<file path="src/rtl/counter_load_pkg.sv">
// Shared types and defaults for the counter load controller.
// Optional feature macro used by the top: CLC_WRAP_COUNT_EN.
package counter_load_pkg;

  localparam int CLC_WIDTH = 4;

  typedef enum logic [1:0] {
    IDLE   = 2'd0,
    LOAD   = 2'd1,
    VERIFY = 2'd2,
    WATCH  = 2'd3
  } state_t;

endpackage

</file>
<file path="src/rtl/counter_load_ctrl_if.sv">
// Load-request handshake between the control logic and the counter load controller.
interface counter_load_ctrl_if
  import counter_load_pkg::*;
#(
  parameter int WIDTH = CLC_WIDTH
) ();

  logic             req_valid;
  logic [WIDTH-1:0] req_value;
  logic             req_ready;

  modport master (output req_valid, output req_value, input  req_ready);
  modport slave  (input  req_valid, input  req_value, output req_ready);

endinterface

</file>
<file path="src/rtl/counter_load_ctrl.sv">
// Loads a value into an external up-counter, then checks it counts +1 per cycle until it wraps to 0.
// Define CLC_WRAP_COUNT_EN to add the wrap_cycles output (WATCH cycle count of the last sequence).
module counter_load_ctrl
  import counter_load_pkg::*;
#(
  parameter int WIDTH    = CLC_WIDTH,
  parameter int MAX_WAIT = (1 << WIDTH) + 2
) (
  input  logic               clk,
  input  logic               rst_n,
  counter_load_ctrl_if.slave req,
  output logic               ld_en,
  output logic [WIDTH-1:0]   load,
  input  logic [WIDTH-1:0]   cnt_in,
  output logic               busy,
  output logic               done,
  output logic               err
`ifdef CLC_WRAP_COUNT_EN
  ,
  output logic [WIDTH:0]     wrap_cycles
`endif
);

  localparam int WAIT_W = $clog2(MAX_WAIT + 1);
  localparam logic [WAIT_W-1:0] WAIT_ONE  = WAIT_W'(1);
  localparam logic [WAIT_W-1:0] WAIT_LAST = WAIT_W'(MAX_WAIT - 1);
  localparam logic [WIDTH-1:0]  EXP_ONE   = WIDTH'(1);

  state_t              state_q, state_d;
  logic [WIDTH-1:0]    exp_q, exp_d;
  logic [WAIT_W-1:0]   wait_q, wait_d;
  logic [WIDTH-1:0]    load_q, load_d;
  logic                ld_en_q, ld_en_d;
  logic                ready_q, ready_d;
  logic                done_q, done_d;
  logic                err_q, err_d;
  logic                accept;
`ifdef CLC_WRAP_COUNT_EN
  logic [WIDTH:0]      wrap_q, wrap_d;
`endif

  assign accept        = (state_q == IDLE) && ready_q && req.req_valid;
  assign req.req_ready = ready_q;
  assign ld_en         = ld_en_q;
  assign load          = load_q;
  assign busy          = (state_q != IDLE);
  assign done          = done_q;
  assign err           = err_q;
`ifdef CLC_WRAP_COUNT_EN
  assign wrap_cycles   = wrap_q;
`endif

  always_ff @(posedge clk or negedge rst_n) begin
    if (!rst_n) begin
      state_q <= IDLE;
      exp_q   <= '0;
      wait_q  <= '0;
      load_q  <= '0;
      ld_en_q <= 1'b0;
      ready_q <= 1'b0;
      done_q  <= 1'b0;
      err_q   <= 1'b0;
`ifdef CLC_WRAP_COUNT_EN
      wrap_q  <= '0;
`endif
    end else begin
      state_q <= state_d;
      exp_q   <= exp_d;
      wait_q  <= wait_d;
      load_q  <= load_d;
      ld_en_q <= ld_en_d;
      ready_q <= ready_d;
      done_q  <= done_d;
      err_q   <= err_d;
`ifdef CLC_WRAP_COUNT_EN
      wrap_q  <= wrap_d;
`endif
    end
  end

  // Ready follows the current state, not the next one, so it reappears one cycle after done.
  always_comb begin
    state_d = state_q;
    exp_d   = exp_q;
    wait_d  = wait_q;
    load_d  = load_q;
    ld_en_d = 1'b0;
    ready_d = 1'b0;
    done_d  = 1'b0;
    err_d   = err_q;
`ifdef CLC_WRAP_COUNT_EN
    wrap_d  = wrap_q;
`endif
    case (state_q)
      IDLE: begin
        ready_d = !accept;
        if (accept) begin
          exp_d   = req.req_value;
          load_d  = req.req_value;
          ld_en_d = 1'b1;
          err_d   = 1'b0;
          state_d = LOAD;
        end
      end
      LOAD: begin
        state_d = VERIFY;
      end
      // A zero here is the loaded value, never a wrap.
      VERIFY: begin
        if (cnt_in != exp_q) begin
          err_d   = 1'b1;
          done_d  = 1'b1;
          state_d = IDLE;
`ifdef CLC_WRAP_COUNT_EN
          wrap_d  = '0;
`endif
        end else begin
          exp_d   = exp_q + EXP_ONE;
          wait_d  = '0;
          state_d = WATCH;
        end
      end
      WATCH: begin
        if ((cnt_in != exp_q) || (cnt_in == '0) || (wait_q == WAIT_LAST)) begin
          err_d   = (cnt_in != exp_q) || (cnt_in != '0);
          done_d  = 1'b1;
          state_d = IDLE;
`ifdef CLC_WRAP_COUNT_EN
          wrap_d  = (WIDTH+1)'(wait_q + WAIT_ONE);
`endif
        end else begin
          exp_d  = exp_q + EXP_ONE;
          wait_d = wait_q + WAIT_ONE;
        end
      end
      default: begin
        state_d = IDLE;
      end
    endcase
  end

endmodule

</file>
<file path="src/flat_wrapper.sv">
// flat-port wrapper written by rule: the top's interface ports become plain ports
module counter_load_ctrl_flat import counter_load_pkg::*;
#(
  parameter int WIDTH    = CLC_WIDTH,
  parameter int MAX_WAIT = (1 << WIDTH) + 2
)
  (clk, rst_n, ld_en, load, cnt_in, busy, done, err, req_req_valid, req_req_value, req_req_ready);
  counter_load_ctrl_if #(.WIDTH(WIDTH)) req_i ();
  input  logic clk;
  input  logic rst_n;
  output logic ld_en;
  output logic [WIDTH-1:0] load;
  input  logic [WIDTH-1:0] cnt_in;
  output logic busy;
  output logic done;
  output logic err;
  input wire logic [$bits(req_i.req_valid)-1:0] req_req_valid;
  input wire logic [$bits(req_i.req_value)-1:0] req_req_value;
  output wire logic [$bits(req_i.req_ready)-1:0] req_req_ready;
  assign req_i.req_valid = req_req_valid;
  assign req_i.req_value = req_req_value;
  assign req_req_ready = req_i.req_ready;
  counter_load_ctrl #(.WIDTH(WIDTH), .MAX_WAIT(MAX_WAIT)) u_core (.clk(clk), .rst_n(rst_n), .req(req_i), .ld_en(ld_en), .load(load), .cnt_in(cnt_in), .busy(busy), .done(done), .err(err));
endmodule
</file>
<file path="config.mk">
export PLATFORM = sky130hd
export DESIGN_NAME = counter_load_ctrl_flat
export DESIGN_NICKNAME = d
export VERILOG_FILES = /design/src/rtl/counter_load_pkg.sv /design/src/rtl/counter_load_ctrl_if.sv /design/src/rtl/counter_load_ctrl.sv /design/src/flat_wrapper.sv
export SDC_FILE = /design/constraint.sdc
export NUM_CORES = 1
export LEC_CHECK = 0
export ABC_AREA = 1
export CORE_UTILIZATION = 51
export DETAILED_ROUTE_END_ITERATION = 8
export GPL_TIMING_DRIVEN = 0
export PLACE_DENSITY = 0.79
export SYNTH_ARGS = -nofsm -noshare
export SYNTH_HDL_FRONTEND = slang
export SYNTH_SLANG_ARGS = --single-unit
</file>
<file path="constraint.sdc">
create_clock -name clk -period 1.5 [get_ports clk]
set_input_delay 0.225 -clock clk [delete_from_list [all_inputs] [get_ports clk]]
set_output_delay 0.225 -clock clk [all_outputs]
set_load 0.03 [all_outputs]
</file>
==> results.cfg, run 1 <==
[timing]
max_clock_freq_mhz = 694
max_slew_margin_pct = 43.2
final_min_period_over_clock_period_pct = 96.0
tightest_slew_ns = 0.850
final_setup_violations = 0
maxSlewViolCount = 0
final-hold-violation-count = 0
final_period_minus_worst_setup_slack_ns = 1.44
hold_slack_ns = 0.392
finClkSkew_ns = 0.00462

[synthesis]
ys_warnings = 0
synth_edf_count = 0
post_synth.cell_area_avg_um2 = 7.60
ys_dominant_reg_cell = sky130_fd_sc_hd__dfrtp_1
mappedNetlistArea_mm2 = 0.00115
post-synth-top-count-cell = sky130_fd_sc_hd__nand2_1
asyncSetResetFlopFracSynth_pct = 100
synth_largest_type_area_fraction_pct = 41.2
total_of_flip_flops_plus_latches_after_synthesis = 19
synth_cell_type_count = 23
synth_seq_area_share_pct = 41.2
post_synth_most_frequent_cells = sky130_fd_sc_hd__nand2_1 (51), sky130_fd_sc_hd__inv_1 (21), sky130_fd_sc_hd__dfrtp_1 (19), sky130_fd_sc_hd__nor2_1 (10), sky130_fd_sc_hd__nand3_1 (9)
synthesis.instances = 152
synth_top_cells_by_area = sky130_fd_sc_hd__dfrtp_1 (41%), sky130_fd_sc_hd__nand2_1 (17%), sky130_fd_sc_hd__inv_1 (6.8%)
library_cell_occupying_the_most_area_in_the_post_synthesis_netlist = sky130_fd_sc_hd__dfrtp_1
mappedNetlistNets = 166

[power_and_ir_drop]
p_leak_nw = 0.810
ir_drop_uv = 1330
total_power_mw = 2.59
power_per_cell_area_mw_per_mm2 = 1730

[cells_and_area]
drive_gt1_share_pct = 22.0
area_taken_by_flip_flops_and_latches_um2 = 479
multi_input_area_um2 = 592
design.final.nets = 197
layout-area-overhead-vs-synth_pct = 29.6
antenna_cells_inserted = 0
final_core_utilization_pct = 73.3
fillers = 178

[clock_network]
sink_count = 19
cts.path.max_buffers = 2
tritoncts_clock_tree = done
cts_bufs_inserted = 3
root_cell_of_the_clock_tree = sky130_fd_sc_hd__clkbuf_4
clkLatencyLatePin_ns = 0.30
cts.clk_slew.worst_paths_ns = 0.11
clock_tree.htree_level_count = 1
cts_hold_repair.buffers = 0

[setup_path]
worstSetupEndpointType = flip-flop
critical_path.reg2reg.endpoint = u_core.wait_q[0]$_DFFE_PN0P_
timing.critical_path.from_type = flip-flop
critical_path_class = reg2reg
arrival_ns = 1.64
setup.reg_to_reg.worst_slack_ns = 0.06
r2r_cells = 10
largest_fanout_on_the_critical_path = 5
critical_path_required_ns = 1.70
regToRegStartpoint = u_core.wait_q[0]$_DFFE_PN0P_

[grt]
grt_pass1_vias = 1044
groute.layer.met1.usage_pct = 24.2
number_of_antenna_violations_at_the_first_check_in_global_routing = 0
first_pass_grt_wire_length_um = 4220
use_met2_pct = 43.9
grtUsageMet3_pct = 4.63
grt_start_max_net_pins = 20
grt-busiest-layer = met2
gr-total-overflow = 0
grt_usage_pct = 23.1

[placed_design]
dp.final_hpwl_um = 1820
port_buffers = 19
final_weighted_congestion_in_routability_driven_placement = 0.784

[detailed_routing]
firstDrtPassIters = 4
postRouteAntennaNets = 0
postRouteWirelength_um = 2600
drc = 0
via_count_normalized_by_instance_count = 5.11
detail_route.iter0.violations = 13
route.vias.total = 1067
route.detailed.wl_per_inst_um = 12.5

[floorplan]
top_level_ports = 20
row_count = 16
starting_density_of_the_core_pct = 56.6
floorplan.die.width_um = 49.6
die-height_um = 49.6
fp.dieArea_mm2 = 0.00246
floorplan.core_area_mm2 = 0.00204

[outcome]
result_of_the_run = complete, no violations

[flow_run]
maxCapViolations = 0

[worst_hold_path]
timing.hold.worst.class = in2async
-- cell families after synthesis --
logic type / after synthesis / synth area share [%]
AOI/OAI and AO/OA: 12 / 6.50
adders and majority gates: 3 / 3.25
buffers and inverters: 26 / 9.53
DFF: 19 / 41.2
and+or+nand+nor: 92 / 39.5
-- layout make-up --
cell class                      count  area share (%)
Timing Repair Buffer               26            16.6
Clock buffer                        4            1.76
Buffer                              3            2.09
Sequential cell                    19            32.0
Tap cell                           27            2.26
Inverter                           23            5.77
Multi-Input combinational cell    107            39.5
-- report_power, final --
part / switching [mW] / internal (mW) / total (mW)
Combinational: 0.880 / 0.554 / 1.43
Clock: 0.160 / 0.104 / 0.264
Sequential: 0.188 / 0.708 / 0.895
Total: 1.23 / 1.37 / 2.59
-- flip-flops by register name, indices dropped and copies added (netlist names) --
register              cells
u_core.wait_q             5
u_core.exp_q              4
u_core.load               4
u_core.state_q            2
u_core.done               1
u_core.err                1
u_core.ld_en              1
u_core.req.req_ready      1
-- per-stage QoR --
stage / setup TNS (ns) / setup WS (ns) / instances / instance area, µm²
2_1_floorplan: 0 / 0.0889 / 152 / 1150
3_5_place_dp: -2.03 / -0.238 / 198 / 1380
6_report: 0 / 0.0595 / 209 / 1500
4_1_cts: -0.0809 / -0.0809 / 205 / 1430
3_3_place_gp: -1.53 / -0.186 / 198 / 1380
5_1_grt: -0.0221 / -0.0122 / 209 / 1500
-- timing repair --
item | CTS | global route
resized for setup | 13 | 12
cloned | 0 | 1
endpoints found under the setup margin | 18 | 9
pin swaps | 1 | 2
setup buffers | 3 | 3
-- worst max-delay path, stage by stage, from the launching register on --
cell,delay [ns]
sky130_fd_sc_hd__dfrtp_2,0.44
sky130_fd_sc_hd__ha_4,0.16
sky130_fd_sc_hd__nand2_1,0.05
sky130_fd_sc_hd__inv_1,0.04
sky130_fd_sc_hd__nand2_2,0.06
sky130_fd_sc_hd__nand2_2,0.07
sky130_fd_sc_hd__nand2_4,0.08
sky130_fd_sc_hd__nand4_4,0.13
sky130_fd_sc_hd__buf_8,0.18
sky130_fd_sc_hd__nand2_1,0.06
sky130_fd_sc_hd__o21ai_1,0.06
-- how the worst max path moves through the flow --
stage,end,slack [ns],from
2_1_floorplan,u_core.wait_q[0]$_DFFE_PN0P_,0.09,u_core.wait_q[0]$_DFFE_PN0P_
3_3_place_gp,u_core.exp_q[2]$_DFFE_PN0P_,-0.19,cnt_in[0]
3_5_place_dp,u_core.wait_q[0]$_DFFE_PN0P_,-0.24,cnt_in[0]
4_1_cts,busy,-0.08,u_core.state_q[1]$_DFFE_PN0P_
5_1_grt,u_core.exp_q[2]$_DFFE_PN0P_,-0.01,u_core.wait_q[1]$_DFFE_PN0P_
6_report,u_core.wait_q[0]$_DFFE_PN0P_,0.06,u_core.wait_q[0]$_DFFE_PN0P_
-- cells in the final DEF, fill, tap and decap left out --
cell type / count
sky130_fd_sc_hd__nand2_1: 49
sky130_fd_sc_hd__inv_1: 21
sky130_fd_sc_hd__dfrtp_1: 16
sky130_fd_sc_hd__nor2_1: 10
sky130_fd_sc_hd__clkdlybuf4s50_1: 10
sky130_fd_sc_hd__nand3_1: 9
sky130_fd_sc_hd__nand2_2: 8
sky130_fd_sc_hd__dlygate4sd2_1: 8
sky130_fd_sc_hd__nand4_1: 7
sky130_fd_sc_hd__buf_4: 7
sky130_fd_sc_hd__nand3_2: 4
sky130_fd_sc_hd__nor2_4: 3
sky130_fd_sc_hd__o21ai_1: 3
sky130_fd_sc_hd__o21ai_2: 3
sky130_fd_sc_hd__o21ai_0: 3
sky130_fd_sc_hd__clkbuf_4: 3
sky130_fd_sc_hd__dfrtp_2: 3
sky130_fd_sc_hd__inv_2: 2
sky130_fd_sc_hd__ha_1: 2
sky130_fd_sc_hd__buf_6: 1
sky130_fd_sc_hd__nand2_4: 1
sky130_fd_sc_hd__buf_2: 1
sky130_fd_sc_hd__nand4_4: 1
sky130_fd_sc_hd__buf_8: 1
sky130_fd_sc_hd__o22ai_1: 1
sky130_fd_sc_hd__a21oi_1: 1
sky130_fd_sc_hd__o21bai_1: 1
sky130_fd_sc_hd__ha_4: 1
sky130_fd_sc_hd__clkbuf_1: 1
sky130_fd_sc_hd__clkbuf_16: 1
-- routing by layer --
layer / vias to the layer above / part of all wire [%]
li1: 537 / -
met1: 501 / 42
met2: 24 / 53
met3: 5 / 3.0
met4: 0 / 1.7
met5: - / 0
Note: power is estimated with default switching activity, not from simulation.
==> run 2, diff against run 1 <==
- ABC_CLOCK_PERIOD_IN_PS: not set -> 1500
- CORE_MARGIN: not set -> 3
==> run 2 against run 1 <==
Against the previous run:
- global-route usage down 2.9 points
- count of clock-buffer cells in the layout down 1
- non-clock buffer count up 2
- critical path depth down 6
- cell area up 1.6%
- flip-flop and latch count unchanged
- register-to-register slack about the same
- sequential power about the same
- routed wire length up 1.7%
==> results.cfg, run 2 (synthesis results as in run 1) <==
[outcome]
result_of_the_run = complete, no violations

[timing]
final_period_minus_worst_setup_slack_ns = 1.45
final-hold-violation-count = 0
tightest_slew_ns = 0.870
finClkSkew_ns = 0.00684
final_min_period_over_clock_period_pct = 96.5
grt_setup_unrepaired = yes
max_slew_margin_pct = 41.8
max_clock_freq_mhz = 691
final_setup_violations = 0
maxSlewViolCount = 0
setup_ws_ns = 0.0523
totalNegativeSetupSlack_ns = 0
hold_slack_ns = 0.404

[clock_network]
clkLatencyLatePin_ns = 0.30
clock_tree.htree_level_count = 1
sink_count = 19
root_cell_of_the_clock_tree = sky130_fd_sc_hd__clkbuf_4
cts.path.max_buffers = 2
cts.clk_slew.worst_paths_ns = 0.11
tritoncts_clock_tree = done
cts_bufs_inserted = 3

[cells_and_area]
drive_gt1_share_pct = 25.0
area_taken_by_flip_flops_and_latches_um2 = 478
design.final.nets = 199
largest_register_ffs = 5
fillers = 172
largest_register = u_core.wait_q
multi_input_area_um2 = 603
top_library_cells_by_usage_in_the_layout_fill_and_taps_aside = sky130_fd_sc_hd__nand2_1 (48), sky130_fd_sc_hd__inv_1 (20), sky130_fd_sc_hd__dfrtp_1 (17)
layout_commonest_cell = sky130_fd_sc_hd__nand2_1
antenna_cells_inserted = 0
layout-area-overhead-vs-synth_pct = 31.6

[grt]
groute.layer.met1.usage_pct = 22.8
grtUsageMet3_pct = 3.88
first_pass_grt_wire_length_um = 4130
gr-total-overflow = 0
number_of_antenna_violations_at_the_first_check_in_global_routing = 0
use_met2_pct = 36.9
grt_usage_pct = 20.2
grt-busiest-layer = met2
grt_pass1_vias = 980
grt_start_max_net_pins = 20

[setup_path]
critical_path_class = reg2out
slowest_cell_on_the_critical_path = sky130_fd_sc_hd__dfrtp_1
worst-path-buf-inv = 3
critical_path_required_ns = 1.27
worst_path_dominant_cell_family = flip-flops
timing.critical_path.from_type = flip-flop
worstSetupEndpointType = primary output
cells_along_the_critical_path = buf_6 -> nor2_4 -> inv_1 -> buf_2
arrival_ns = 1.22
worst_path_largest_cell_delay_ns = 0.41
largest_fanout_on_the_critical_path = 10

[floorplan]
starting_density_of_the_core_pct = 56.6
top_level_ports = 20
floorplan.core_area_mm2 = 0.00204
floorplan.die.width_um = 53.6
die-height_um = 53.6
row_count = 16
fp.dieArea_mm2 = 0.00287

[detailed_routing]
via_count_normalized_by_instance_count = 5.05
route.detailed.wl_per_inst_um = 12.6
route.vias.total = 1065
detail_route.iter0.violations = 7
firstDrtPassIters = 4
drc = 0
postRouteWirelength_um = 2650
postRouteAntennaNets = 0

[placed_design]
final_weighted_congestion_in_routability_driven_placement = 0.802
preCtsSetupSlack_ns = -0.241
dp.final_hpwl_um = 1840
port_buffers = 19

[power_and_ir_drop]
seq_power_share_pct = 34.8
internal-power_mw = 1.34
share_comb_of_total_power_pct = 55.1
total_net_switching_power_mw = 1.24
net_switching_fraction_of_the_power_pct = 48.0
p_leak_nw = 0.827
ir_drop_uv = 1420
share_clk_of_total_power_pct = 10.2
power_per_cell_area_mw_per_mm2 = 1690

[worst_hold_path]
timing.hold.worst.class = in2async

[flow_run]
maxCapViolations = 0
## run 2: metrics by stage
step                instances  area (µm²)  util [%]  total power, mW
floorplan                 152        1150         -             1.82
global placement          198        1380      67.5             2.22
finish                    211        1520      74.4             2.58
detailed placement        198        1380      67.5             2.28
CTS                       205        1430      69.9             2.50
global route              211        1520      74.4             2.80
## run 2: path summary, 6_finish.rpt
check                      slack [ns]                     endpoint                          start  cells after the start
setup / recovery                 0.05                         busy  u_core.state_q[1]$_DFFE_PN0P_                      4
hold / removal                   0.40  u_core.exp_q[2]$_DFFE_PN0P_                          rst_n                      1
setup reg to reg                 0.07  u_core.exp_q[2]$_DFFE_PN0P_    u_core.exp_q[1]$_DFFE_PN0P_                      8
hold reg to reg                  0.49   u_core.load[0]$_DFFE_PN0P_     u_core.load[0]$_DFFE_PN0P_                      2
max in group asynchronous        0.51  u_core.exp_q[0]$_DFFE_PN0P_                          rst_n                      1
min in group clk                 0.47   u_core.load[1]$_DFFE_PN0P_               req_req_value[1]                      3
## run 2: power by group through the flow
stage	clock network, mW	logic (mW)	registers (mW)
after global placement	0	1.34	0.883
after CTS	0.271	1.35	0.878
after detailed placement	0	1.38	0.895
after global routing	0.296	1.59	0.912
final	0.262	1.42	0.896
after floorplan	0	0.769	1.06
## run 2: what timing repair did
item | in CTS | in global routing
hold buffers | 0 | 0
setup endpoints to repair | 17 | 11
cloned | 0 | 1
setup buffers | 3 | 5
gates resized for setup | 13 | 13
pin swaps | 1 | 4
## run 2: metal layers
metal / vias to the layer above / share of wire [%]
met2: 17 / 53
li1: 542 / -
met5: - / 0
met3: 4 / 3.1
met1: 502 / 43
met4: 0 / 1.3
## run 2: worst reg2reg max path: stages, from the launching register on
cell	delay, ns
sky130_fd_sc_hd__dfrtp_1	0.52
sky130_fd_sc_hd__inv_2	0.05
sky130_fd_sc_hd__nand2_1	0.10
sky130_fd_sc_hd__nand2_2	0.08
sky130_fd_sc_hd__nor2_4	0.14
sky130_fd_sc_hd__nand4_4	0.16
sky130_fd_sc_hd__buf_8	0.18
sky130_fd_sc_hd__nand3_2	0.06
sky130_fd_sc_hd__nand2_1	0.06
## run 2: final cells by class
type,instances,area share [%]
Buffer,3,2.06
Clock buffer,3,1.48
Clock inverter,1,0.329
Inverter,23,5.68
Multi-Input combinational cell,107,39.7
Sequential cell,19,31.4
Tap cell,27,2.22
Timing Repair Buffer,28,17.1
